## src/rtl/adder_pipe.sv

```systemverilog
// Pipelined adder/subtractor. Each stage resolves one SEG-bit slice of the result.
// The operand bits that are still unused travel alongside in skew registers.
module adder_pipe #(
  parameter int WIDTH  = 16,
  parameter int STAGES = 2
) (
  input  logic             clock,
  input  logic             reset,
  input  logic             in_valid,
  output logic             in_ready,
  input  logic [WIDTH-1:0] in_a,
  input  logic [WIDTH-1:0] in_b,
  input  logic             in_sub,
  output logic             out_valid,
  input  logic             out_ready,
  output logic [WIDTH:0]   out_sum
);
  localparam int SEG = WIDTH / STAGES;

  logic adv;

  // Global stall: the whole pipe advances together, only when the output slot frees up.
  assign adv      = ~out_valid | out_ready;
  assign in_ready = adv;

  for (genvar gi = 0; gi < STAGES; gi++) begin : g_stage
    localparam int IW = WIDTH - gi * SEG;  // operand bits still to be summed
    localparam int LO = (gi + 1) * SEG;    // result bits resolved after this stage

    logic [IW-1:0]  a_in;
    logic [IW-1:0]  b_in;
    logic           v_in;
    logic           c_in;
    logic           s_in;
    logic [SEG:0]   seg_res;
    logic [LO-1:0]  sum_new;
    logic [LO-1:0]  sum_d;
    logic [LO-1:0]  sum_q;
    logic           v_d;
    logic           v_q;
    logic           c_d;
    logic           c_q;
    logic           s_d;
    logic           s_q;

    if (gi == 0) begin : g_src
      // Subtraction is A + ~B + 1: the +1 enters as the carry-in of the first slice.
      assign a_in    = in_a;
      assign b_in    = in_sub ? ~in_b : in_b;
      assign v_in    = in_valid;
      assign c_in    = in_sub;
      assign s_in    = in_sub;
      assign sum_new = seg_res[SEG-1:0];
    end else begin : g_src
      assign a_in    = g_stage[gi-1].g_skew.a_q;
      assign b_in    = g_stage[gi-1].g_skew.b_q;
      assign v_in    = g_stage[gi-1].v_q;
      assign c_in    = g_stage[gi-1].c_q;
      assign s_in    = g_stage[gi-1].s_q;
      assign sum_new = {seg_res[SEG-1:0], g_stage[gi-1].sum_q};
    end

    assign seg_res = {1'b0, a_in[SEG-1:0]} + {1'b0, b_in[SEG-1:0]} + {{SEG{1'b0}}, c_in};

    always_comb begin
      v_d   = v_q;
      c_d   = c_q;
      s_d   = s_q;
      sum_d = sum_q;
      if (adv) begin
        v_d   = v_in;
        c_d   = seg_res[SEG];
        s_d   = s_in;
        sum_d = sum_new;
      end
    end

    always_ff @(posedge clock or posedge reset) begin
      if (reset) begin
        v_q   <= 1'b0;
        c_q   <= 1'b0;
        s_q   <= 1'b0;
        sum_q <= '0;
      end else begin
        v_q   <= v_d;
        c_q   <= c_d;
        s_q   <= s_d;
        sum_q <= sum_d;
      end
    end

    if (LO < WIDTH) begin : g_skew
      logic [WIDTH-LO-1:0] a_d;
      logic [WIDTH-LO-1:0] a_q;
      logic [WIDTH-LO-1:0] b_d;
      logic [WIDTH-LO-1:0] b_q;

      always_comb begin
        a_d = a_q;
        b_d = b_q;
        if (adv) begin
          a_d = a_in[IW-1:SEG];
          b_d = b_in[IW-1:SEG];
        end
      end

      always_ff @(posedge clock or posedge reset) begin
        if (reset) begin
          a_q <= '0;
          b_q <= '0;
        end else begin
          a_q <= a_d;
          b_q <= b_d;
        end
      end
    end
  end

  // For subtraction the top bit is the inverted carry, giving a WIDTH+1 two's-complement value.
  assign out_valid = g_stage[STAGES-1].v_q;
  assign out_sum   = {g_stage[STAGES-1].c_q ^ g_stage[STAGES-1].s_q, g_stage[STAGES-1].sum_q};

endmodule

```

## config.mk

```make
export PLATFORM = sky130hd
export DESIGN_NAME = adder_pipe
export DESIGN_NICKNAME = d
export VERILOG_FILES = /design/src/rtl/adder_pipe.sv
export SDC_FILE = /design/constraint.sdc
export NUM_CORES = 1
export LEC_CHECK = 0
export BUFFER_PORTS_ARGS = -buffer_cell sky130_fd_sc_hd__buf_2
export CORE_MARGIN = 2
export CORE_UTILIZATION = 54
export DETAILED_ROUTE_END_ITERATION = 8
export HOLD_SLACK_MARGIN = 0.06
export PLACE_DENSITY = 0.92
export SLEW_MARGIN = 15
export SYNTH_ARGS = -nofsm -noshare
export SYNTH_HDL_FRONTEND = slang
export SYNTH_SLANG_ARGS = --single-unit
```

## constraint.sdc

```tcl
create_clock -name clock -period 2.9 [get_ports clock]
set_clock_uncertainty 0.1 [all_clocks]
set_input_delay 0.87 -clock clock [delete_from_list [all_inputs] [get_ports clock]]
set_output_delay 0.87 -clock clock [all_outputs]
set_load 0.005 [all_outputs]
```

== After elaboration in Yosys (flattened, before gate mapping) ==
Cells that the tools add are included.

* Bits in registers: 46
* Bits of input ports: 37
* Output and inout port bits: 19
* Word-level logic and storage cells: 19

* $add $sub $neg: 4
* Mux-type cells: 1
* Bitwise logic cells: 4

{| class="wikitable"
|+ Operator list
! kind !! count
|-
| 8-bit by 8-bit adder with 9-bit output || 2
|-
| 9-bit by 1-bit adder with 9-bit output || 2
|-
| 16-bit two-way mux || 1
|-
| 16-bit NOT || 1
|-
| 1-bit NOT || 1
|-
| 1-bit OR || 1
|-
| 1-bit bitwise XOR || 1
|}

== Depth between registers and ports, before layout ==
* Depth after elaboration: 4
* Depth in mapped cells: 10

== Worst setup path before layout ==
Ideal clock, no wire load.

* Path type: input to register
* Start point: input in_sub
* End point: register g_stage[0].sum_q[6]
* Setup time: 0.064 ns
* Data arrival time: 2.720 ns
* Setup slack: 0.016 ns
* Stages: 9
* Path buffers: 2
* Cell sequence: buf_2 -> buf_2 -> xor2_1 -> ha_1 -> nor2b_4 -> o31a_1 -> o31a_1 -> a211oi_1 -> a21o_1

* Word-level cells in the longest chain between the ends: 3

{| class="wikitable"
|+ Ends and longest elaborated chain
! item !! RTL line !! source
|-
| start: declaration || 13 || <nowiki>input logic in_sub,</nowiki>
|-
| 16-bit two-way mux || 49 || <nowiki>assign b_in = in_sub ? ~in_b : in_b;</nowiki>
|-
| 8-bit by 8-bit adder with 9-bit output || 63 || <nowiki>assign seg_res = {1'b0, a_in[SEG-1:0]} + {1'b0, b_in[SEG-1:0]} + {{SEG{1'b0}}, c_in};</nowiki>
|-
| 9-bit by 1-bit adder with 9-bit output * || 63 ||
|-
| end signal: assignment || 88 || <nowiki>sum_q <= sum_d;</nowiki>
|-
| end: declaration || 38 || <nowiki>logic [LO-1:0] sum_q;</nowiki>
|}

Every way passes the cells marked *; elsewhere a longest branch is shown, timed or not.
A chain may end at the register's enable or synchronous reset.

== Worst setup path in the final report ==
Same ends and word-level chain as after synthesis.

==> results_dict.tcl <==
set metrics [dict create \
    drtIter0Drc 188 \
    antenna_found_initial 0 \
    crit_chain "buf_2, xor2_1, ha_1, nor2b_4, o31a_1, o31a_1, a211oi_1, a21o_1" \
    dieArea_mm2 0.00508 \
    htree_num_levels 2 \
    firstDrtPassIters 5 \
    worst_pin_slew_ns 0.939 \
    synth_edf_count 0 \
    drive_gt1_share_pct 21.7 \
    drc_errors 0 \
    synth-async-reset-ratio_pct 100 \
    cts_tree "done" \
    rsz0062_at_grt "false" \
    drv_cap 0 \
    start_util_pct 56.1 \
    coreArea_mm2 0.00435 \
    avgRoutedWirePerCell_um 14.4 \
    synth_cell_types 30 \
    clk_pin_slew_worst_paths_ns 0.08 \
    layout_commonest_cell "nand2_1" \
    ctsResizeCount 0 \
    clock_latency_ns 0.30 \
    finalCritPeriodShare_pct 87.6 \
    slowest_delay_ns 0.37 \
    power.total_mw 1.99 \
    worst-path-buf-inv 1 \
    grt_max_degree 57 \
    postRouteAntennaNets 0 \
    n_fill_cell 334 \
    worstPathArrival_ns 2.68 \
    whs_ns 0.366 \
    hold_violations 0 \
    clock-sinks 46 \
    period_needed_ns 2.54 \
    cp_common_cell "o31a_1" \
    first_global_vias 2031 \
    critPathTopFamily "compound AO/OA/AOI/OAI gates" \
    rows 24 \
    die_h_um 71.3 \
    slew-limit-headroom_pct 37.3 \
    io_pins 56 \
    yosys_most_used_dff "dfrtp_1" \
    synth_cells 269 \
    grt_pass1_wl_um 9110 \
    required_ns 3.04 \
    place_hpwl_um 3840 \
    critPathSlowestCell "ha_1" \
    startpoint_type "input pin" \
    fin_nets 376 \
    cts_setup_buffers 0 \
    end_kind "flip-flop" \
    path_max_fanout 8 \
    holdBufCountCts 0 \
    synth_area_mm2 0.00244 \
    grt_usage_pct 22.8 \
    synth_nets 323 \
    cts-root-buf "clkbuf_8" \
    die_w_um 71.3 \
    outcome "finished, final reports clean" \
    leakagePower_nw 1.43 \
    dpl_cell_area_mm2 0.00277 \
    synth_top_area_cell "dfrtp_1" \
    avgSynthCellArea_um2 9.09 \
    ys_seq_area_share_pct 47.1 \
    irDropWorstVdd_uv 261 \
    powerDensity_mw_per_mm2 694 \
    tns_ns 0 \
    antennaDiodeCount 0 \
    final_cell_mix "nand2_1, buf_2, dfrtp_1, o21ai_0, ha_1" \
    ys_seq_elements 46 \
    io_buffers 55 \
    gp_congestion 0.808 \
    cts_buffer_depth 2 \
    viasPerCell 5.34 \
    setup_viol 0 \
    numCtsBuffers 5 \
    yosys-top-cells-area "dfrtp_1, nand2_1, ha_1" \
    final_area_mm2 0.00286 \
    grt_remaining_overflow 0 \
    final_max_slew_viol_count 0 \
    path_class "input pin to flip-flop" \
    max_freq_ghz 0.394 \
    totalWireLength_um 5410 \
    syn2layout_area_growth_pct 17.0 \
    yosys_warnings 0 \
    via_count 2001 \
    hp-class "flip-flop to flip-flop" \
    yosysTopAreaCellShare_pct 47.1 \
]
[cell usage after synthesis (3+ instances only)]
cell / n
xor2_1: 13
inv_1: 6
o21a_1: 4
a21oi_1: 13
xnor2_1: 12
a21o_1: 3
o21ai_0: 25
dfrtp_1: 46
buf_1: 3
buf_2: 3
o31a_1: 3
nor2_1: 12
ha_1: 14
a211oi_1: 4
nand2_1: 83
clkbuf_1: 6
fa_1: 3
[power breakdown]
group	switching (mW)	total (mW)	internal, mW
registers	0.0966	0.906	0.810
logic	0.366	0.666	0.300
clock network	0.222	0.414	0.192
[flip-flops by register name, indices dropped and copies added (netlist names)]
register and flops:
g_stage.g_skew.b_q 8, g_stage.v_q 1, g_stage.c_q 2, out_valid 1, g_stage.s_q 2, g_stage.sum_q 24, g_stage.g_skew.a_q 8
[layout make-up]
type | instances | area, um^2 | share of cell area, %
sequential | 46 | 1150 | 40.2
inverter | 7 | 26.3 | 0.918
timing repair buffer | 58 | 298 | 10.4
tap | 52 | 65.1 | 2.27
clock buffer | 6 | 82.6 | 2.89
clock inverter | 2 | 12.5 | 0.437
multi-input combinational | 204 | 1230 | 42.9
[final timing paths]
check	startpoint	to	slack, ns	cells past startpoint
max	in_sub	g_stage[0].sum_q[6]	0.36	8
min	g_stage[1].sum_q[1]	g_stage[1].sum_q[1]	0.37	2
max reg2reg	g_stage[0].c_q	g_stage[1].c_q	0.45	7
min reg2reg	g_stage[1].sum_q[1]	g_stage[1].sum_q[1]	0.37	2
max in group asynchronous	reset	g_stage[0].g_skew.a_q[5]	1.44	2
min in group asynchronous	reset	g_stage[1].sum_q[1]	0.67	2
[metal layers]
layer / up-vias / GRT usage, % / wire, um
met2: 54 / 39.4 / 2780
li1: 989 / - / -
met3: 13 / 3.09 / 244
met1: 945 / 28.7 / 2270
met5: - / 0 / 0
met4: 0 / 10.1 / 117
[kinds of logic after synthesis]
logic type	share of synthesized area, %
simple gates	16.8
compound gates	13.9
flops	47.1
xor+xnor	8.96
buf+inv	3.07
fa+ha+maj	9.62
mux	0.563
[through the flow]
step	std cells	utilization, %	setup WS, ns
finish	375	65.7	0.360
global route	375	65.7	0.250
CTS	375	65.7	0.355
detailed placement	367	63.5	0.0858
global placement	367	63.5	0.179
floorplan	269	-	0.0157
[tightest hold or removal path, cell delays in order, from the launching register on]
cell and delay (ns):
dfrtp_1 0.35, nand2_1 0.05, nand2_1 0.04
Note: power is estimated with default switching activity, not from simulation.
